### config.mk
export PLATFORM = sky130hd
export DESIGN_NAME = uart_rx_ctrl_flat
export DESIGN_NICKNAME = d
export VERILOG_FILES = /design/src/rtl/uart_rx_ctrl_if.sv /design/src/rtl/uart_rx_ctrl.sv /design/src/flat_wrapper.sv
export SDC_FILE = /design/constraint.sdc
export NUM_CORES = 1
export LEC_CHECK = 0
export CAP_MARGIN = 20
export CORE_MARGIN = 1.5
export CORE_UTILIZATION = 50
export CTS_CLUSTER_SIZE = 12
export DETAILED_ROUTE_END_ITERATION = 16
export MAX_ROUTING_LAYER = met4
export PLACE_DENSITY_LB_ADDON = 0.2
export SYNTH_ARGS = -nofsm -noshare
export SYNTH_HDL_FRONTEND = slang
export SYNTH_SLANG_ARGS = --single-unit
### constraint.sdc
create_clock -name CLK -period 3.1 [get_ports CLK]
set_input_delay 0.62 -clock CLK [delete_from_list [all_inputs] [get_ports CLK]]
set_output_delay 0.62 -clock CLK [all_outputs]
set_load 0.05 [all_outputs]
### src/rtl/uart_rx_ctrl_if.sv
// Signal bundle between the UART receive controller and the surrounding
// receiver: serial line, configuration, edge/bit counter handshake, results.
interface uart_rx_ctrl_if #(
  parameter int DATA_WIDTH = 8
);
  logic                  RX_IN;
  logic [5:0]            Prescale;
  logic                  PAR_EN;
  logic                  PAR_TYP;
  logic [5:0]            edge_cnt;
  logic [3:0]            bit_cnt;
  logic                  cnt_enable;
  logic [DATA_WIDTH-1:0] P_DATA;
  logic                  data_valid;
  logic                  par_err;
  logic                  stp_err;
  logic                  busy;

  // slave: the receive controller itself
  modport slave (
    input  RX_IN, Prescale, PAR_EN, PAR_TYP, edge_cnt, bit_cnt,
    output cnt_enable, P_DATA, data_valid, par_err, stp_err, busy
  );

  // master: line driver, configuration source and edge/bit counter
  modport master (
    output RX_IN, Prescale, PAR_EN, PAR_TYP, edge_cnt, bit_cnt,
    input  cnt_enable, P_DATA, data_valid, par_err, stp_err, busy
  );
endinterface

### src/rtl/uart_rx_ctrl.sv
// UART receive controller: frames start/data/parity/stop bits using an external
// edge/bit counter, majority-votes three mid-bit samples and flags errors.
module uart_rx_ctrl #(
  parameter int DATA_WIDTH = 8
) (
  input logic           CLK,
  input logic           RST,
  uart_rx_ctrl_if.slave bus
);

  typedef enum logic [2:0] {
    IDLE,
    START,
    DATA,
    PARITY,
    STOP
  } state_t;

  state_t                state_reg;
  state_t                state_next;

  logic [5:0]            half;
  logic                  last_edge;
  logic [2:0]            samp_vec;
  logic                  voted;
  logic                  active;
  logic                  par_expect;

  logic [DATA_WIDTH-1:0] shift_reg;
  logic [DATA_WIDTH-1:0] pdata_reg;
  logic                  dv_reg;
  logic                  par_err_reg;
  logic                  stp_err_reg;
  logic                  par_en_reg;
  logic                  par_typ_reg;

  assign half      = bus.Prescale >> 1;
  assign last_edge = (bus.edge_cnt == (bus.Prescale - 6'd1));

  // Three taps straddling mid-bit: half-1, half, half+1.
  genvar gi;
  generate
    for (gi = 0; gi < 3; gi++) begin : g_samp
      logic [5:0] tap;
      logic       samp_reg;

      assign tap = half + 6'(gi) - 6'd1;

      always_ff @(posedge CLK) begin
        if (!RST) begin
          samp_reg <= 1'b1;
        end else if ((state_reg != IDLE) && (bus.edge_cnt == tap)) begin
          samp_reg <= bus.RX_IN;
        end
      end

      assign samp_vec[gi] = samp_reg;
    end
  endgenerate

  assign voted = (samp_vec[0] & samp_vec[1]) |
                 (samp_vec[0] & samp_vec[2]) |
                 (samp_vec[1] & samp_vec[2]);

  assign par_expect = (^shift_reg) ^ par_typ_reg;

  always_ff @(posedge CLK) begin
    if (!RST) begin
      state_reg <= IDLE;
    end else begin
      state_reg <= state_next;
    end
  end

  always_comb begin
    state_next = state_reg;
    active     = (state_reg != IDLE);
    case (state_reg)
      IDLE: begin
        if (!bus.RX_IN) begin
          state_next = START;
        end
      end
      START: begin
        if (last_edge) begin
          state_next = voted ? IDLE : DATA;
        end
      end
      DATA: begin
        if (last_edge && (bus.bit_cnt == 4'(DATA_WIDTH))) begin
          state_next = par_en_reg ? PARITY : STOP;
        end
      end
      PARITY: begin
        if (last_edge) begin
          state_next = STOP;
        end
      end
      STOP: begin
        if (last_edge) begin
          state_next = IDLE;
        end
      end
      default: begin
        state_next = IDLE;
      end
    endcase
  end

  always_ff @(posedge CLK) begin
    if (!RST) begin
      shift_reg   <= '0;
      pdata_reg   <= '0;
      dv_reg      <= 1'b0;
      par_err_reg <= 1'b0;
      stp_err_reg <= 1'b0;
      par_en_reg  <= 1'b0;
      par_typ_reg <= 1'b0;
    end else begin
      dv_reg <= 1'b0;
      case (state_reg)
        IDLE: begin
          // Parity configuration is frozen for the whole frame from here on.
          if (!bus.RX_IN) begin
            par_en_reg  <= bus.PAR_EN;
            par_typ_reg <= bus.PAR_TYP;
            par_err_reg <= 1'b0;
            stp_err_reg <= 1'b0;
          end
        end
        DATA: begin
          if (last_edge) begin
            shift_reg <= {voted, shift_reg[DATA_WIDTH-1:1]};
          end
        end
        PARITY: begin
          if (last_edge) begin
            par_err_reg <= (voted != par_expect);
          end
        end
        STOP: begin
          if (last_edge) begin
            stp_err_reg <= ~voted;
            if (voted && !par_err_reg) begin
              pdata_reg <= shift_reg;
              dv_reg    <= 1'b1;
            end
          end
        end
        default: begin
        end
      endcase
    end
  end

  assign bus.cnt_enable = active;
  assign bus.busy       = active;
  assign bus.P_DATA     = pdata_reg;
  assign bus.data_valid = dv_reg;
  assign bus.par_err    = par_err_reg;
  assign bus.stp_err    = stp_err_reg;

endmodule

### src/flat_wrapper.sv
// flat-port wrapper written by rule: the top's interface ports become plain ports
module uart_rx_ctrl_flat 
#(
  parameter int DATA_WIDTH = 8
)
  (CLK, RST, bus_RX_IN, bus_Prescale, bus_PAR_EN, bus_PAR_TYP, bus_edge_cnt, bus_bit_cnt, bus_cnt_enable, bus_P_DATA, bus_data_valid, bus_par_err, bus_stp_err, bus_busy);
  uart_rx_ctrl_if #(.DATA_WIDTH(DATA_WIDTH)) bus_i ();
  input logic CLK;
  input logic RST;
  input wire logic [$bits(bus_i.RX_IN)-1:0] bus_RX_IN;
  input wire logic [$bits(bus_i.Prescale)-1:0] bus_Prescale;
  input wire logic [$bits(bus_i.PAR_EN)-1:0] bus_PAR_EN;
  input wire logic [$bits(bus_i.PAR_TYP)-1:0] bus_PAR_TYP;
  input wire logic [$bits(bus_i.edge_cnt)-1:0] bus_edge_cnt;
  input wire logic [$bits(bus_i.bit_cnt)-1:0] bus_bit_cnt;
  output wire logic [$bits(bus_i.cnt_enable)-1:0] bus_cnt_enable;
  output wire logic [$bits(bus_i.P_DATA)-1:0] bus_P_DATA;
  output wire logic [$bits(bus_i.data_valid)-1:0] bus_data_valid;
  output wire logic [$bits(bus_i.par_err)-1:0] bus_par_err;
  output wire logic [$bits(bus_i.stp_err)-1:0] bus_stp_err;
  output wire logic [$bits(bus_i.busy)-1:0] bus_busy;
  assign bus_i.RX_IN = bus_RX_IN;
  assign bus_i.Prescale = bus_Prescale;
  assign bus_i.PAR_EN = bus_PAR_EN;
  assign bus_i.PAR_TYP = bus_PAR_TYP;
  assign bus_i.edge_cnt = bus_edge_cnt;
  assign bus_i.bit_cnt = bus_bit_cnt;
  assign bus_cnt_enable = bus_i.cnt_enable;
  assign bus_P_DATA = bus_i.P_DATA;
  assign bus_data_valid = bus_i.data_valid;
  assign bus_par_err = bus_i.par_err;
  assign bus_stp_err = bus_i.stp_err;
  assign bus_busy = bus_i.busy;
  uart_rx_ctrl #(.DATA_WIDTH(DATA_WIDTH)) u_core (.CLK(CLK), .RST(RST), .bus(bus_i));
endmodule
==> impl_metrics.prom <==
# TYPE chip_impl_metric gauge
chip_impl_metric{name="cts.hold.buffers_added",unit=""} 0
chip_impl_metric{name="synth_adder_area_share",unit=""} 0.0342
chip_impl_metric{name="detail_route.drc_violations",unit=""} 0
chip_impl_metric{name="drt-pass1-iter-count",unit=""} 4
chip_impl_metric{name="ant_nets",unit=""} 0
chip_impl_metric{name="relative_slew_margins",unit=""} 0.666
chip_impl_metric{name="avgViaCountPerCell",unit=""} 5.32
chip_impl_metric{name="share_of_the_synthesized_area_in_compound_gates_ao_oa_aoi_oai",unit=""} 0.110
chip_impl_info{name="cts-root-buf",value="clkbuf_4"} 1
chip_impl_info{name="timing_worst_setup_path_type",value="reg -> out"} 1
chip_impl_metric{name="vias_in_the_first_global_route",unit=""} 1453
chip_impl_metric{name="ys_ff_latch",unit=""} 27
chip_impl_metric{name="power.combinational.fraction",unit=""} 0.242
chip_impl_info{name="grt-busiest-layer",value="met2"} 1
chip_impl_info{name="crit_slowest_cell",value="clkdlybuf4s50_1"} 1
chip_impl_metric{name="gr_met2_demand_resource",unit=""} 0.341
chip_impl_metric{name="setup_violations",unit=""} 0
chip_impl_metric{name="cts.path.max_buffers",unit=""} 2
chip_impl_metric{name="slowest_delay",unit="ns"} 0.82
chip_impl_metric{name="finalHoldWorstSlack",unit="ns"} 0.468
chip_impl_metric{name="use_met3",unit=""} 0.0254
chip_impl_metric{name="power_per_cell_area",unit="nW/um^2"} 319
chip_impl_metric{name="synth_mux_area_frac",unit=""} 0.114
chip_impl_metric{name="tns",unit="ns"} 0
chip_impl_info{name="endpoint_type_of_the_worst_setup_path",value="primary output"} 1
chip_impl_metric{name="synth_fp_nets",unit=""} 230
chip_impl_metric{name="placement.io_buffers",unit=""} 33
chip_impl_info{name="synth_top_family_by_area",value="simple AND/OR/NAND/NOR gates"} 1
chip_impl_metric{name="initial_antenna_violation_count",unit=""} 0
chip_impl_metric{name="total_number_of_clock_tree_sinks",unit=""} 27
chip_impl_metric{name="clk_pin_slew",unit="ns"} 0.16
chip_impl_metric{name="finalCoreUtilization",unit=""} 0.650
chip_impl_metric{name="insertion_delay",unit="ns"} 0.35
chip_impl_metric{name="worst_ep_required",unit="ns"} 2.48
chip_impl_metric{name="synth_edf_count",unit=""} 0
chip_impl_metric{name="finalCriticalPeriod",unit="ns"} 2.64
chip_impl_metric{name="rows",unit=""} 21
chip_impl_metric{name="numCtsBuffers",unit=""} 3
chip_impl_metric{name="start_util",unit=""} 0.522
chip_impl_metric{name="syn-cell-area",unit="um^2"} 1760
chip_impl_info{name="critical_path.startpoint_type",value="flip-flop"} 1
chip_impl_metric{name="totalPowerFinal",unit="mW"} 0.697
chip_impl_metric{name="switching_share",unit=""} 0.310
chip_impl_info{name="rsz0062_at_grt",value="no"} 1
chip_impl_metric{name="power.switching",unit="mW"} 0.216
chip_impl_metric{name="wire_length_of_the_first_global_routing_pass",unit="mm"} 6.13
chip_impl_metric{name="max_cap_viol_count",unit=""} 0
chip_impl_metric{name="cts-resized-gates",unit=""} 0
chip_impl_metric{name="global_route_total_overflow",unit=""} 0
chip_impl_metric{name="post_route_cells_drive_above_1_share",unit=""} 0.0871
chip_impl_metric{name="core-area",unit="um^2"} 3360
chip_impl_metric{name="globalRouteTotalUtil",unit=""} 0.198
chip_impl_metric{name="drt_wl_total",unit="mm"} 3.57
chip_impl_metric{name="gpl.final_weighted_congestion",unit=""} 0.895
chip_impl_metric{name="grt_max_degree",unit=""} 28
chip_impl_metric{name="setup.reg_to_reg.worst_slack",unit="ns"} 1.27
chip_impl_metric{name="final_min_period_over_clock_period",unit=""} 0.852
chip_impl_metric{name="fp.dieArea",unit="um^2"} 3880
chip_impl_info{name="min-delay-path-class",value="reg -> reg"} 1
chip_impl_metric{name="synth-seq-area-share",unit=""} 0.308
chip_impl_metric{name="via_total_after_detailed_routing",unit=""} 1528
chip_impl_metric{name="crit_fanout",unit=""} 12
chip_impl_metric{name="final.setup_skew",unit="ns"} 0.00684
chip_impl_metric{name="grt_use_met1",unit=""} 0.229
chip_impl_metric{name="syn_to_final_growth",unit="%"} 24.4
chip_impl_metric{name="htree_levels",unit=""} 1
chip_impl_info{name="tritoncts",value="built"} 1
chip_impl_metric{name="ys_types",unit=""} 49
chip_impl_metric{name="cellInternalPower",unit="mW"} 0.481
chip_impl_metric{name="clockPowerShare",unit=""} 0.246
chip_impl_metric{name="postSynth.asyncResetShare",unit=""} 0
chip_impl_metric{name="max-vdd-ir-drop",unit="V"} 0.000170
chip_impl_metric{name="nets",unit=""} 267
chip_impl_metric{name="timing_worst_slew_pin_value",unit="ns"} 0.499
chip_impl_metric{name="timing_hold_violations_final",unit=""} 0
chip_impl_metric{name="detail_route.wl_per_cell",unit="um"} 12.4
chip_impl_metric{name="synth_simple_gate_area_share",unit=""} 0.253
chip_impl_metric{name="num_antenna_cells",unit=""} 0
chip_impl_metric{name="yosys_warnings",unit=""} 0
chip_impl_metric{name="post_cts.repair.setup_buffers",unit=""} 0
chip_impl_metric{name="max_freq",unit="MHz"} 379
chip_impl_metric{name="dp_wirelength",unit="mm"} 2.82
chip_impl_info{name="outcome",value="finished clean"} 1
chip_impl_info{name="postSynth.topFlopCell",value="dfxtp_1"} 1
chip_impl_metric{name="gate_count_of_the_mapped_netlist",unit=""} 205
chip_impl_metric{name="drtIter0Drc",unit=""} 40
chip_impl_metric{name="leakage",unit="nW"} 0.845
chip_impl_metric{name="syn-mean-instance-area",unit="um^2"} 8.57
chip_impl_metric{name="synthXorXnorAreaFrac",unit=""} 0.118
chip_impl_metric{name="boundaryPins",unit=""} 34
chip_impl_info{name="timing.critical_path.cells",value="nor3_1 > inv_1 > clkdlybuf4s50_1"} 1
chip_impl_metric{name="die-height",unit="um"} 62.3
chip_impl_metric{name="timing.final.max_slew_violations",unit=""} 0
chip_impl_metric{name="timing.critical_path.arrival",unit="ns"} 2.02
chip_impl_metric{name="die_width",unit="um"} 62.3
chip_impl_metric{name="power.share.sequential",unit=""} 0.512
-- Yosys cell counts, types with 2 or more instances --
cell type | number | area, um^2
a21oi_1 | 6 | 30.0
a31oi_1 | 2 | 12.5
and3_1 | 2 | 12.5
buf_2 | 2 | 10.0
buf_6 | 3 | 33.8
clkbuf_1 | 6 | 22.5
dfxtp_1 | 27 | 541
ha_1 | 4 | 50.1
inv_1 | 10 | 37.5
mux2i_1 | 20 | 200
nand2_1 | 29 | 109
nand2b_1 | 5 | 31.3
nand3_1 | 8 | 40.0
nor2_1 | 12 | 45.0
nor3_1 | 4 | 20.0
nor4_1 | 3 | 18.8
nor4b_1 | 2 | 17.5
o211ai_1 | 2 | 15.0
o21ai_0 | 3 | 15.0
o311ai_0 | 2 | 17.5
o31ai_1 | 3 | 22.5
or3_1 | 3 | 18.8
or4_1 | 2 | 15.0
xnor2_1 | 13 | 114
xor2_1 | 8 | 70.1
-- cells in the final DEF (no fill, tap or decap), types with 3 or more instances in the layout --
cell,n
o21ai_0,3
o31ai_1,3
a21oi_1,6
nand2b_1,5
nor3_1,4
ha_1,4
nand2_1,29
mux2i_1,20
clkdlybuf4s50_1,33
buf_4,11
nor4_1,3
dfxtp_1,27
xor2_1,8
clkbuf_4,3
nor2_1,12
or3_1,3
xnor2_1,13
nand3_1,8
inv_1,10
-- final cells by class --
cell class	count	area, um^2
Fill cell	312	1180
Inverter	10	37.5
Sequential cell	27	541
Timing Repair Buffer	44	413
Tap cell	46	57.6
Clock inverter	1	8.76
Multi-Input combinational cell	156	1100
Clock buffer	3	22.5
-- critical path, delay by kind of cell, from the launching register on --
| family | cells | cell delay (ns) |
|---|---|---|
| buffers and inverters | 2 | 0.97 |
| DFF | 1 | 0.57 |
| and+or+nand+nor | 1 | 0.14 |
-- worst paths after layout --
kind	from	endpoint	depth (start not counted)
worst max-delay path	u_core.state_reg[1]	bus_busy	3
worst min-delay path	u_core.bus.P_DATA[2]	u_core.bus.P_DATA[2]	2
worst max register to register	u_core.state_reg[1]	u_core.state_reg[2]	5
worst min register to register	u_core.bus.P_DATA[2]	u_core.bus.P_DATA[2]	2
-- logic make-up (layout without fill, tap and decap cells) --
group / after synthesis / after routing
simple gates: 83 / 83
flops: 27 / 27
compound gates: 26 / 26
xor+xnor: 22 / 22
buf+inv: 22 / 58
mux: 20 / 20
fa+ha+maj: 5 / 5
-- metal layers --
layer  up-vias  wire, um
met4         0        59
li1        788         -
met3         6       108
met2        35      1710
met1       699      1690
met5         -         0
-- power groups by stage --
| stage | Combinational (mW) | Sequential (mW) | Clock, mW |
|---|---|---|---|
| floorplan | 0.114 | 0.360 | 0 |
| global placement | 0.167 | 0.364 | 0 |
| detailed placement | 0.168 | 0.365 | 0 |
| CTS | 0.169 | 0.357 | 0.174 |
| global route | 0.185 | 0.358 | 0.185 |
| finish | 0.168 | 0.357 | 0.171 |
-- through the flow --
step	area [um^2]	instances	worst slack, ns
2_1_floorplan	1760	205	0.652
4_1_cts	2180	287	0.454
3_3_place_gp	2150	283	0.144
5_1_grt	2180	287	0.320
6_report	2180	287	0.458
3_5_place_dp	2150	283	0.0833
Note: power is estimated with default switching activity, not from simulation.
